==> src/rtl/sum_acc_pkg.sv <==
// Shared state encoding and default widths for the sum_accumulator slice.
// The optional SUM_ACCUMULATOR_SATURATE_EN macro is consumed by acc_adder.
package sum_acc_pkg;

  typedef enum logic [1:0] {
    IDLE  = 2'd0,
    ACCUM = 2'd1,
    DONE  = 2'd2
  } state_t;

  localparam int DEF_DATA_W  = 4;
  localparam int DEF_ACC_W   = 8;
  localparam int DEF_MAX_OPS = 4;

endpackage

==> src/rtl/acc_adder.sv <==
// ACC_W-bit add with carry detection; wraps by default, clamps to all-ones
// when SUM_ACCUMULATOR_SATURATE_EN is defined.
module acc_adder #(
  parameter int ACC_W = sum_acc_pkg::DEF_ACC_W
) (
  input  logic [ACC_W-1:0] acc,
  input  logic [ACC_W-1:0] operand,
  input  logic             ovf_in,
  output logic [ACC_W-1:0] result,
  output logic             carry
);

  logic [ACC_W:0] wide_sum;

  always_comb begin
    wide_sum = {1'b0, acc} + {1'b0, operand};
    carry    = wide_sum[ACC_W];
`ifdef SUM_ACCUMULATOR_SATURATE_EN
    // Once the run has overflowed the total stays pinned at all-ones.
    if (carry || ovf_in) begin
      result = '1;
    end else begin
      result = wide_sum[ACC_W-1:0];
    end
`else
    result = wide_sum[ACC_W-1:0];
`endif
  end

`ifndef SUM_ACCUMULATOR_SATURATE_EN
  logic unused_ovf;
  assign unused_ovf = ovf_in;
`endif

endmodule

==> src/rtl/sum_accumulator.sv <==
// Accumulates {cout, sum} adder results over MAX_OPS beats and hands the total
// downstream. Build with SUM_ACCUMULATOR_SATURATE_EN to clamp instead of wrap.
module sum_accumulator
  import sum_acc_pkg::*;
#(
  parameter int DATA_W  = DEF_DATA_W,
  parameter int ACC_W   = DEF_ACC_W,
  parameter int MAX_OPS = DEF_MAX_OPS
) (
  input  logic              clock,
  input  logic              resetn,
  input  logic              in_valid,
  output logic              in_ready,
  input  logic [DATA_W-1:0] in_sum,
  input  logic              in_cout,
  input  logic              clear,
  output logic [ACC_W-1:0]  acc_out,
  output logic              acc_valid,
  input  logic              out_ready,
  output logic              overflow,
  output logic [3:0]        op_count
);

  localparam logic [3:0] MAX_CNT = 4'(MAX_OPS);

  state_t           state, state_nx;
  logic [ACC_W-1:0] acc, acc_nx;
  logic [3:0]       cnt, cnt_nx;
  logic             ovf, ovf_nx;

  logic [ACC_W-1:0] operand;
  logic [ACC_W-1:0] add_result;
  logic             add_carry;
  logic             accept;

  assign operand = ACC_W'({in_cout, in_sum});
  assign accept  = in_valid && (state != DONE);

  acc_adder #(
    .ACC_W(ACC_W)
  ) u_adder (
    .acc    (acc),
    .operand(operand),
    .ovf_in (ovf),
    .result (add_result),
    .carry  (add_carry)
  );

  always_ff @(posedge clock or negedge resetn) begin
    if (!resetn) begin
      state <= IDLE;
      acc   <= '0;
      cnt   <= '0;
      ovf   <= 1'b0;
    end else begin
      state <= state_nx;
      acc   <= acc_nx;
      cnt   <= cnt_nx;
      ovf   <= ovf_nx;
    end
  end

  // clear beats both a beat and a DONE handoff presented in the same cycle.
  always_comb begin
    state_nx = state;
    acc_nx   = acc;
    cnt_nx   = cnt;
    ovf_nx   = ovf;
    if (clear) begin
      state_nx = IDLE;
      acc_nx   = '0;
      cnt_nx   = '0;
      ovf_nx   = 1'b0;
    end else begin
      unique case (state)
        IDLE, ACCUM: begin
          if (accept) begin
            acc_nx   = add_result;
            ovf_nx   = ovf | add_carry;
            cnt_nx   = cnt + 4'd1;
            state_nx = ((cnt + 4'd1) == MAX_CNT) ? DONE : ACCUM;
          end
        end
        DONE: begin
          if (out_ready) begin
            state_nx = IDLE;
            acc_nx   = '0;
            cnt_nx   = '0;
            ovf_nx   = 1'b0;
          end
        end
        default: begin
          state_nx = IDLE;
          acc_nx   = '0;
          cnt_nx   = '0;
          ovf_nx   = 1'b0;
        end
      endcase
    end
  end

  assign in_ready  = (state != DONE);
  assign acc_valid = (state == DONE);
  assign acc_out   = acc;
  assign overflow  = ovf;
  assign op_count  = cnt;

endmodule

==> config.mk <==
export PLATFORM = sky130hd
export DESIGN_NAME = sum_accumulator
export DESIGN_NICKNAME = d
export VERILOG_FILES = /design/src/rtl/sum_acc_pkg.sv /design/src/rtl/acc_adder.sv /design/src/rtl/sum_accumulator.sv
export SDC_FILE = /design/constraint.sdc
export NUM_CORES = 1
export LEC_CHECK = 0
export CAP_MARGIN = 20
export CORE_MARGIN = 8
export CORE_UTILIZATION = 50
export CTS_CLUSTER_DIAMETER = 80
export DETAILED_ROUTE_END_ITERATION = 8
export PLACE_DENSITY = 0.83
export RECOVER_POWER = 25
export SLEW_MARGIN = 10
export SYNTH_ARGS = -nofsm -noshare
export SYNTH_HDL_FRONTEND = slang
export SYNTH_SLANG_ARGS = --single-unit
==> constraint.sdc <==
create_clock -name clock -period 4.03 [get_ports clock]
set_input_delay 0.403 -clock clock [delete_from_list [all_inputs] [get_ports clock]]
set_output_delay 0.403 -clock clock [all_outputs]
set_load 0.005 [all_outputs]
---- Word-level counts from Yosys, hierarchy flattened ----
Cells that the tools add are included.
W data, S select, Z words.
storage, ports and cells
  register bits ........................... 15
  bits of input ports ..................... 10
cells by class
  $add $sub $neg .......................... 2
  equality and inequality tests ........... 6
  multiplexer cells ....................... 17
  bitwise gates (word level) .............. 1
  reduce and logical (&&, ||, !) cells .... 4
operators by type and width
  cell                   number
  $mux W8                3
  $pmux W8 S2            1
  $mux W4                3
  $add A8 B5 Y9          1
  $mux W2                4
  $pmux W4 S2            1
  $add A4 B1 Y4 const B  1
  $eq A4 B3 Y1 const B   1
  $pmux W2 S2            1
  $mux W1                3
  $ne A3 B2 Y1 const B   1
  $ne A3 B3 Y1 const B   1
  $eq A2 B1 Y1 const B   1
  $eq A2 B2 Y1 const B   1
  $logic_not A2 Y1       1
  $ne A2 B2 Y1 const B   1
  $pmux W1 S2            1
  $reduce_and A2 Y1      1
  $reduce_or A2 Y1       1
  $logic_and A1 B1 Y1    1
  $or A1 B1 Y1           1

---- Depth between registers and ports, before layout ----
Gate-level depths: netlist of run 1.
  depth in word-level cells ............... 6
  mapped depth ............................ 6
  depth with buffers taken out ............ 6

---- By module ----
Synthesis of run 1 repeated with hierarchy kept, for this count alone.
unflattened totals
  cells, all modules ...................... 102
  area total of the unflattened synthesis .. 1052.3 um2
modules (own cells, without submodules)
  module           instances  cells each  area each (um2)  seq. area each (um2)
  sum_accumulator  1          60          728.2            375.4
  acc_adder        1          42          324.1            0.0

---- Least setup slack after synthesis of run 1 ----
OpenSTA, ideal clock, no wires.
  path type ............................... in2reg
  start point ............................. in in_sum[0]
  end point ............................... reg ovf (netlist: overflow)
  library setup time ...................... 119 ps
  data arrival time ....................... 1710 ps
  data required time ...................... 3911 ps
  path slack .............................. 2201 ps
  cell stages on the path ................. 6
  buffers on the path ..................... 0
  cell sequence ........................... ha_1 fa_1 a211o_2 a21oi_1 nor3b_1 o21a_1
between the ends
  longest elaborated chain between the ends .. 5
RTL lines
  what                  line                   RTL
  start, declared       sum_accumulator.sv:14  input logic [DATA_W-1:0] in_sum,
  $add A8 B5 Y9         acc_adder.sv:16        wide_sum = {1'b0, acc} + {1'b0, operand};
  $or A1 B1 Y1          sum_accumulator.sv:79  ovf_nx = ovf | add_carry;
  $mux W1               sum_accumulator.sv:77  if (accept) begin
  $pmux W1 S2           sum_accumulator.sv:75  unique case (state)
  $mux W1               sum_accumulator.sv:69  if (clear) begin
  end signal, assigned  sum_accumulator.sv:59  ovf <= ovf_nx;
  end, declared         sum_accumulator.sv:29  logic ovf, ovf_nx;
Every way passes these cells. The select of a mux whose other input is x is not followed.
A chain may end at the register's enable or synchronous reset.

---- Final worst setup path of run 1 ----
Same ends and word-level chain as after synthesis.

==> flow_metrics.py, run 1 <==
metrics = {
    "floorplanning": {
        "die_area_um2": 3416,
        "die_h_um": 58.45,
        "die_width_um": 58.45,
        "initial_core_util_pct": 52.75,
        "rows": 15,
        "coreArea_um2": 1708,
        "io_pins": 25,
    },
    "synth": {
        "synthTopCellsByArea": "dfrtp_1, ha_1, o21ai_0",
        "synthTopCellsByCount": "dfrtp_1, o21ai_0, ha_1, nand2_1, nor2_1",
        "synth_compound_area_share_pct": 24.86,
        "synth_top_family_by_area": "compound AO/OA/AOI/OAI gates",
        "synthXorXnorAreaFrac_pct": 2.917,
        "ys_ff_latch": 15,
        "synthAdderAreaFrac_pct": 11.94,
        "ys.flop_type": "dfrtp_1",
        "netlist_area_um2": 900.9,
        "synth.distinct_cells": 34,
        "yosysMostFrequentCell": "dfrtp_1",
        "yosys_warnings": 0,
        "yosysTopAreaCell": "dfrtp_1",
        "synth_edf_count": 0,
        "syn_avg_cell_area_um2": 10.24,
        "syn_inst": 88,
        "async_reset_ff_share_pct": 100.0,
        "yosysSeqAreaShare_pct": 41.67,
        "synthMuxAreaShare_pct": 1.111,
        "yosysTopAreaCellShare_pct": 41.67,
        "synthSimpleGateAreaFrac_pct": 16.53,
        "syn-num-nets": 106,
    },
    "power_and_ir_drop": {
        "p_sw_mw": 0.1032,
        "pwr-share-comb_pct": 26.7,
        "swShare_pct": 29.54,
        "pwr-share-seq_pct": 48.7,
        "clkPwrFrac_pct": 24.6,
        "p_per_area_nw_per_um2": 290.5,
        "p_leak_nw": 0.5274,
        "internal_power_mw": 0.2462,
        "vdd_ir_drop_max_mv": 0.1900,
    },
    "clock_network": {
        "cts_hold_buf": 0,
        "clockBufferDepth": 2,
        "cts_sinks": 15,
        "cts_buffers": 3,
        "ctsResizeCount": 0,
        "root_buffer": "clkbuf_4",
        "cts-htree-levels": 1,
        "cts_tree": "yes",
        "clk_pin_slew_ns": 0.09,
        "clock_latency_ns": 0.28,
        "cts_setup_buffers": 0,
    },
    "run_status": {
        "status": "finished clean",
    },
    "global_route": {
        "track_usage_pct": 13.91,
        "grt_pass1_wl_um": 3746,
        "overflow": 0,
        "grt_start_max_net_pins": 16,
        "antenna_found_initial": 0,
        "first_global_vias": 843,
    },
    "setup_path": {
        "cp.arrival_ns": 2.24,
        "start_kind": "primary input",
        "worstPathRequired_ns": 4.21,
        "cp_max_fo": 3,
        "path_class": "primary input to register",
        "slowest_delay_ns": 0.44,
        "crit_chain": "clkdlybuf4s50_1 > ha_1 > fa_1 > a211o_2 > a21oi_1 > nor3b_1 > o21a_1",
        "endpoint_kind": "register",
        "cpMaxStageDelayCell": "fa_1",
    },
    "drt": {
        "route.detailed.drc": 0,
        "first_pass_iters": 4,
        "antenna_left": 0,
        "viasPerCell": 5.645,
        "wire_per_inst_um": 15.51,
        "wl_um": 2187,
        "first_iter_violations": 15,
        "route.vias.total": 796,
    },
    "timing": {
        "finalHoldViolCount": 0,
        "tightest_slew_ns": 0.7344,
        "relSlewSlack_pct": 50.93,
        "setup_violations": 0,
        "slew_violations": 0,
        "fin_crit_sh_pct": 51.22,
        "rsz0062_at_grt": "false",
        "fin_crit_ns": 2.064,
        "setup_tns_ns": 0,
        "max_clock_freq_ghz": 0.4845,
        "fin_skew_ns": 0.003084,
    },
    "finish": {
        "layout.nets": 135,
        "area_growth_pct": 33.47,
        "diodes": 0,
        "final_layout_size_suffix_gt1_share_pct": 6.897,
        "final_core_util_pct": 70.40,
    },
    "place": {
        "gp_congestion": 0.8419,
        "port_buffers": 24,
        "dp_hpwl_um": 1700,
    },
    "hold_path": {
        "min_path_type": "register to register",
    },
    "run": {
        "drv_cap": 0,
    },
}
## routing by layer
metal | global-route usage [%] | part of all wire (%) | up-vias
met5 | 0 | 0 | -
met4 | 7.692 | 1.1 | 0
met3 | 5.435 | 7.8 | 2
met2 | 22.68 | 48 | 21
met1 | 15.07 | 43 | 381
li1 | - | - | 392
## power groups by stage
stage / clock network [mW] / registers [mW] / logic [mW]
2_1_floorplan: 0 / 0.172 / 0.0490
3_3_place_gp: 0 / 0.172 / 0.0896
3_5_place_dp: 0 / 0.173 / 0.0935
4_1_cts: 0.0891 / 0.170 / 0.0940
5_1_grt: 0.0965 / 0.172 / 0.105
6_report: 0.0858 / 0.170 / 0.0934
## metrics by stage
| step | total power [mW] | setup slack, ns | hold slack [ns] | instance area, um^2 | instances |
|---|---|---|---|---|---|
| floorplan | 0.2209 | 2.201 | 0.1074 | 900.9 | 88 |
| global placement | 0.2617 | 1.732 | 0.4900 | 1175 | 137 |
| detailed placement | 0.2669 | 1.680 | 0.5051 | 1175 | 137 |
| CTS | 0.3534 | 1.965 | 0.5268 | 1202 | 141 |
| global route | 0.3729 | 1.901 | 0.5441 | 1202 | 141 |
| finish | 0.3494 | 1.966 | 0.5179 | 1202 | 141 |
## cell families after synthesis
| family | count (synthesis) |
|---|---|
| compound gates | 32 |
| fa+ha+maj | 8 |
| mux | 1 |
| simple gates | 27 |
| xor+xnor | 3 |
| buf+inv | 2 |
| flops | 15 |
## area by class of cell
type / instances / area (um^2)
Multi-Input combinational cell: 71 / 516.7
Fill cell: 122 / 505.5
Sequential cell: 15 / 375.4
Timing Repair Buffer: 25 / 247.7
Tap cell: 25 / 31.28
Clock buffer: 3 / 22.52
Clock inverter: 1 / 5.005
Inverter: 1 / 3.754
## worst max-delay path: cells and delay by family
family	cells	cell delay, ns
simple gates	1	0.08
compound gates	3	0.67
buf+inv	1	0.40
fa+ha+maj	2	0.69
## placed cells by master, fill, tap and decap left out, types with 2 or more instances in the layout
cell type,instances
nor3b_1,4
ha_1,7
a22o_1,4
o31ai_1,2
dfrtp_1,15
a211oi_1,2
o21ai_0,8
or4_1,2
nor2_1,6
nand2_1,7
a21boi_1,2
a21oi_1,2
clkdlybuf4s50_1,23
o21a_1,5
xor2_1,2
clkbuf_4,3
## registers in the layout, summed over array words and instances, names as in the netlist
signal and count:
acc_out 8, op_count 4, state 2, overflow 1
## final timing paths
kind	cells after the start	from	slack, ns	to
max reg2reg	6	acc_out[0]	2.10	overflow
min	2	acc_out[3]	0.52	acc_out[3]
max in group asynchronous	1	resetn	3.00	acc_out[0]
min in group asynchronous	1	resetn	0.60	acc_out[3]
max	7	in_sum[0]	1.97	overflow
min reg2reg	2	acc_out[3]	0.52	acc_out[3]
Power figures use the tool's default switching activity.
==> run 2: changes to the inputs <==
--- a/config.mk
+++ b/config.mk
@@ -7,10 +7,10 @@
 export LEC_CHECK = 0
 export CAP_MARGIN = 20
 export CORE_MARGIN = 8
-export CORE_UTILIZATION = 50
+export CORE_UTILIZATION = 42
 export CTS_CLUSTER_DIAMETER = 80
 export DETAILED_ROUTE_END_ITERATION = 8
-export PLACE_DENSITY = 0.83
+export PLACE_DENSITY = 0.74
 export RECOVER_POWER = 25
 export SLEW_MARGIN = 10
 export SYNTH_ARGS = -nofsm -noshare
==> constraint.sdc (replaced) <==
create_clock -name clock -period 1.7 [get_ports clock]
set_input_delay 0.17 -clock clock [delete_from_list [all_inputs] [get_ports clock]]
set_output_delay 0.17 -clock clock [all_outputs]
set_load 0.005 [all_outputs]
==> flow_metrics.py, run 2 (synthesized netlist as in run 1, its figures left out) <==
metrics = {
    "run_status": {
        "status": "finished with violations",
        "violations": "setup timing",
    },
    "place": {
        "dp_cells": 155,
        "port_buffers": 24,
        "dp_hpwl_um": 1820,
        "place_ws_ns": -0.3291,
        "gp_congestion": 0.8334,
    },
    "drt": {
        "wl_um": 2519,
        "first_pass_iters": 4,
        "antenna_left": 0,
        "route.vias.total": 890,
        "first_iter_violations": 31,
        "route.detailed.drc": 0,
        "wire_per_inst_um": 15.36,
        "viasPerCell": 5.427,
    },
    "timing": {
        "relSlewSlack_pct": 45.45,
        "finalHoldViolCount": 0,
        "fin_skew_ns": 0.001075,
        "tightest_slew_ns": 0.8183,
        "worst_slack_ns": -0.07727,
        "slew_violations": 0,
        "setup_violations": 3,
        "rsz0062_at_grt": "true",
        "fin_crit_ns": 1.777,
        "fin_crit_sh_pct": 104.5,
        "max_clock_freq_ghz": 0.5627,
    },
    "clock_network": {
        "clock_latency_ns": 0.28,
        "cts_tree": "yes",
        "clk_pin_slew_ns": 0.10,
        "root_buffer": "clkbuf_4",
        "cts-htree-levels": 1,
        "clockBufferDepth": 2,
        "cts_buffers": 3,
        "cts_sinks": 15,
    },
    "power_and_ir_drop": {
        "power.total_mw": 0.9463,
        "p_per_area_nw_per_um2": 657.1,
        "p_leak_nw": 0.6306,
        "vdd_ir_drop_max_mv": 0.3409,
    },
    "setup_path": {
        "slowest_delay_ns": 0.42,
        "start_kind": "register",
        "path_class": "register to register",
        "cp_max_fo": 3,
        "worstPathRequired_ns": 1.88,
        "crit_chain": "ha_4 > fa_2 > a211o_2 > a21oi_4 > nor3b_2 > o21a_1",
        "cp.arrival_ns": 1.96,
        "endpoint_kind": "register",
        "cpMaxStageDelayCell": "dfrtp_1",
    },
    "floorplanning": {
        "io_pins": 25,
        "rows": 16,
        "die_area_um2": 3883,
        "die_h_um": 62.32,
        "initial_core_util_pct": 45.00,
        "die_width_um": 62.32,
        "coreArea_um2": 2002,
    },
    "hold_path": {
        "min_path_type": "primary input to asynchronous set/reset pin",
    },
    "finish": {
        "final_layout_size_suffix_gt1_share_pct": 27.74,
        "largest_register_ffs": 8,
        "diodes": 0,
        "instances_no_fill": 164,
        "layout_common_cells": "clkdlybuf4s50_1, buf_4, dfrtp_1, nand2_1, o21ai_0",
        "final_common_cell": "clkdlybuf4s50_1",
        "layout.nets": 156,
        "final_core_util_pct": 71.94,
        "area_growth_pct": 59.86,
    },
    "global_route": {
        "track_usage_pct": 12.38,
        "first_global_vias": 896,
        "grt_start_max_net_pins": 16,
        "antenna_found_initial": 0,
        "overflow": 0,
        "grt_pass1_wl_um": 4050,
    },
    "run": {
        "drv_cap": 0,
    },
}
run 2: where the power goes:
| part | leakage, nW | internal (mW) | switching, mW | total (mW) |
|---|---|---|---|---|
| clock | 0.0177 | 0.0872 | 0.121 | 0.208 |
| combinational | 0.410 | 0.198 | 0.138 | 0.336 |
| sequential | 0.203 | 0.378 | 0.0241 | 0.402 |
| total | 0.631 | 0.663 | 0.283 | 0.946 |
run 2: area by class of cell:
type | instances | area, um^2
Fill cell | 157 | 561.8
Multi-Input combinational cell | 71 | 598.1
Sequential cell | 15 | 375.4
Timing Repair Buffer | 46 | 401.6
Inverter | 1 | 3.754
Tap cell | 27 | 33.78
Clock buffer | 3 | 22.52
Clock inverter | 1 | 5.005
run 2: per-layer routing:
layer  vias to the layer above  share of wire, %  wire length, um  track usage, %
li1                        431                 -                -               -
met1                       431                45             1135           14.39
met2                        24                49             1238           20.44
met3                         4               4.9              124           3.943
met4                         0              0.83               21           5.128
met5                         -                 0                0               0
run 2: stage by stage:
step | hold slack [ns] | instance area, um^2 | setup TNS (ns)
floorplan | -0.1256 | 922.1 | -0.003802
global placement | 0.4989 | 1319 | -1.102
detailed placement | 0.5026 | 1319 | -1.386
CTS | 0.1983 | 1409 | -0.1174
global route | 0.5625 | 1440 | -0.4044
finish | 0.4907 | 1440 | -0.1403
run 2: repair_timing:
action / 4_1_cts / 5_1_grt
endpoints found under the setup margin: 4 / 5
pin swaps: 1 / 7
resized for setup: 5 / 4
hold buffers: 0 / 0
setup buffers: 3 / 2
run 2: final timing paths:
path                             from          to  slack [ns]  depth (start not counted)
max                        acc_out[0]    overflow       -0.08                          6
min                            resetn  acc_out[1]        0.49                          2
max reg2reg                acc_out[0]    overflow       -0.08                          6
min reg2reg                  overflow    overflow        0.54                          1
max in group asynchronous      resetn  acc_out[0]        0.71                          2
min in group clock           overflow    overflow        0.54                          1
run 2: worst max-delay path: cells and delay by family (launching register included):
| kind | cells | cell delay (ns) |
|---|---|---|
| and+or+nand+nor | 1 | 0.06 |
| AOI/OAI and AO/OA | 3 | 0.66 |
| DFF | 1 | 0.42 |
| adders and majority gates | 2 | 0.54 |
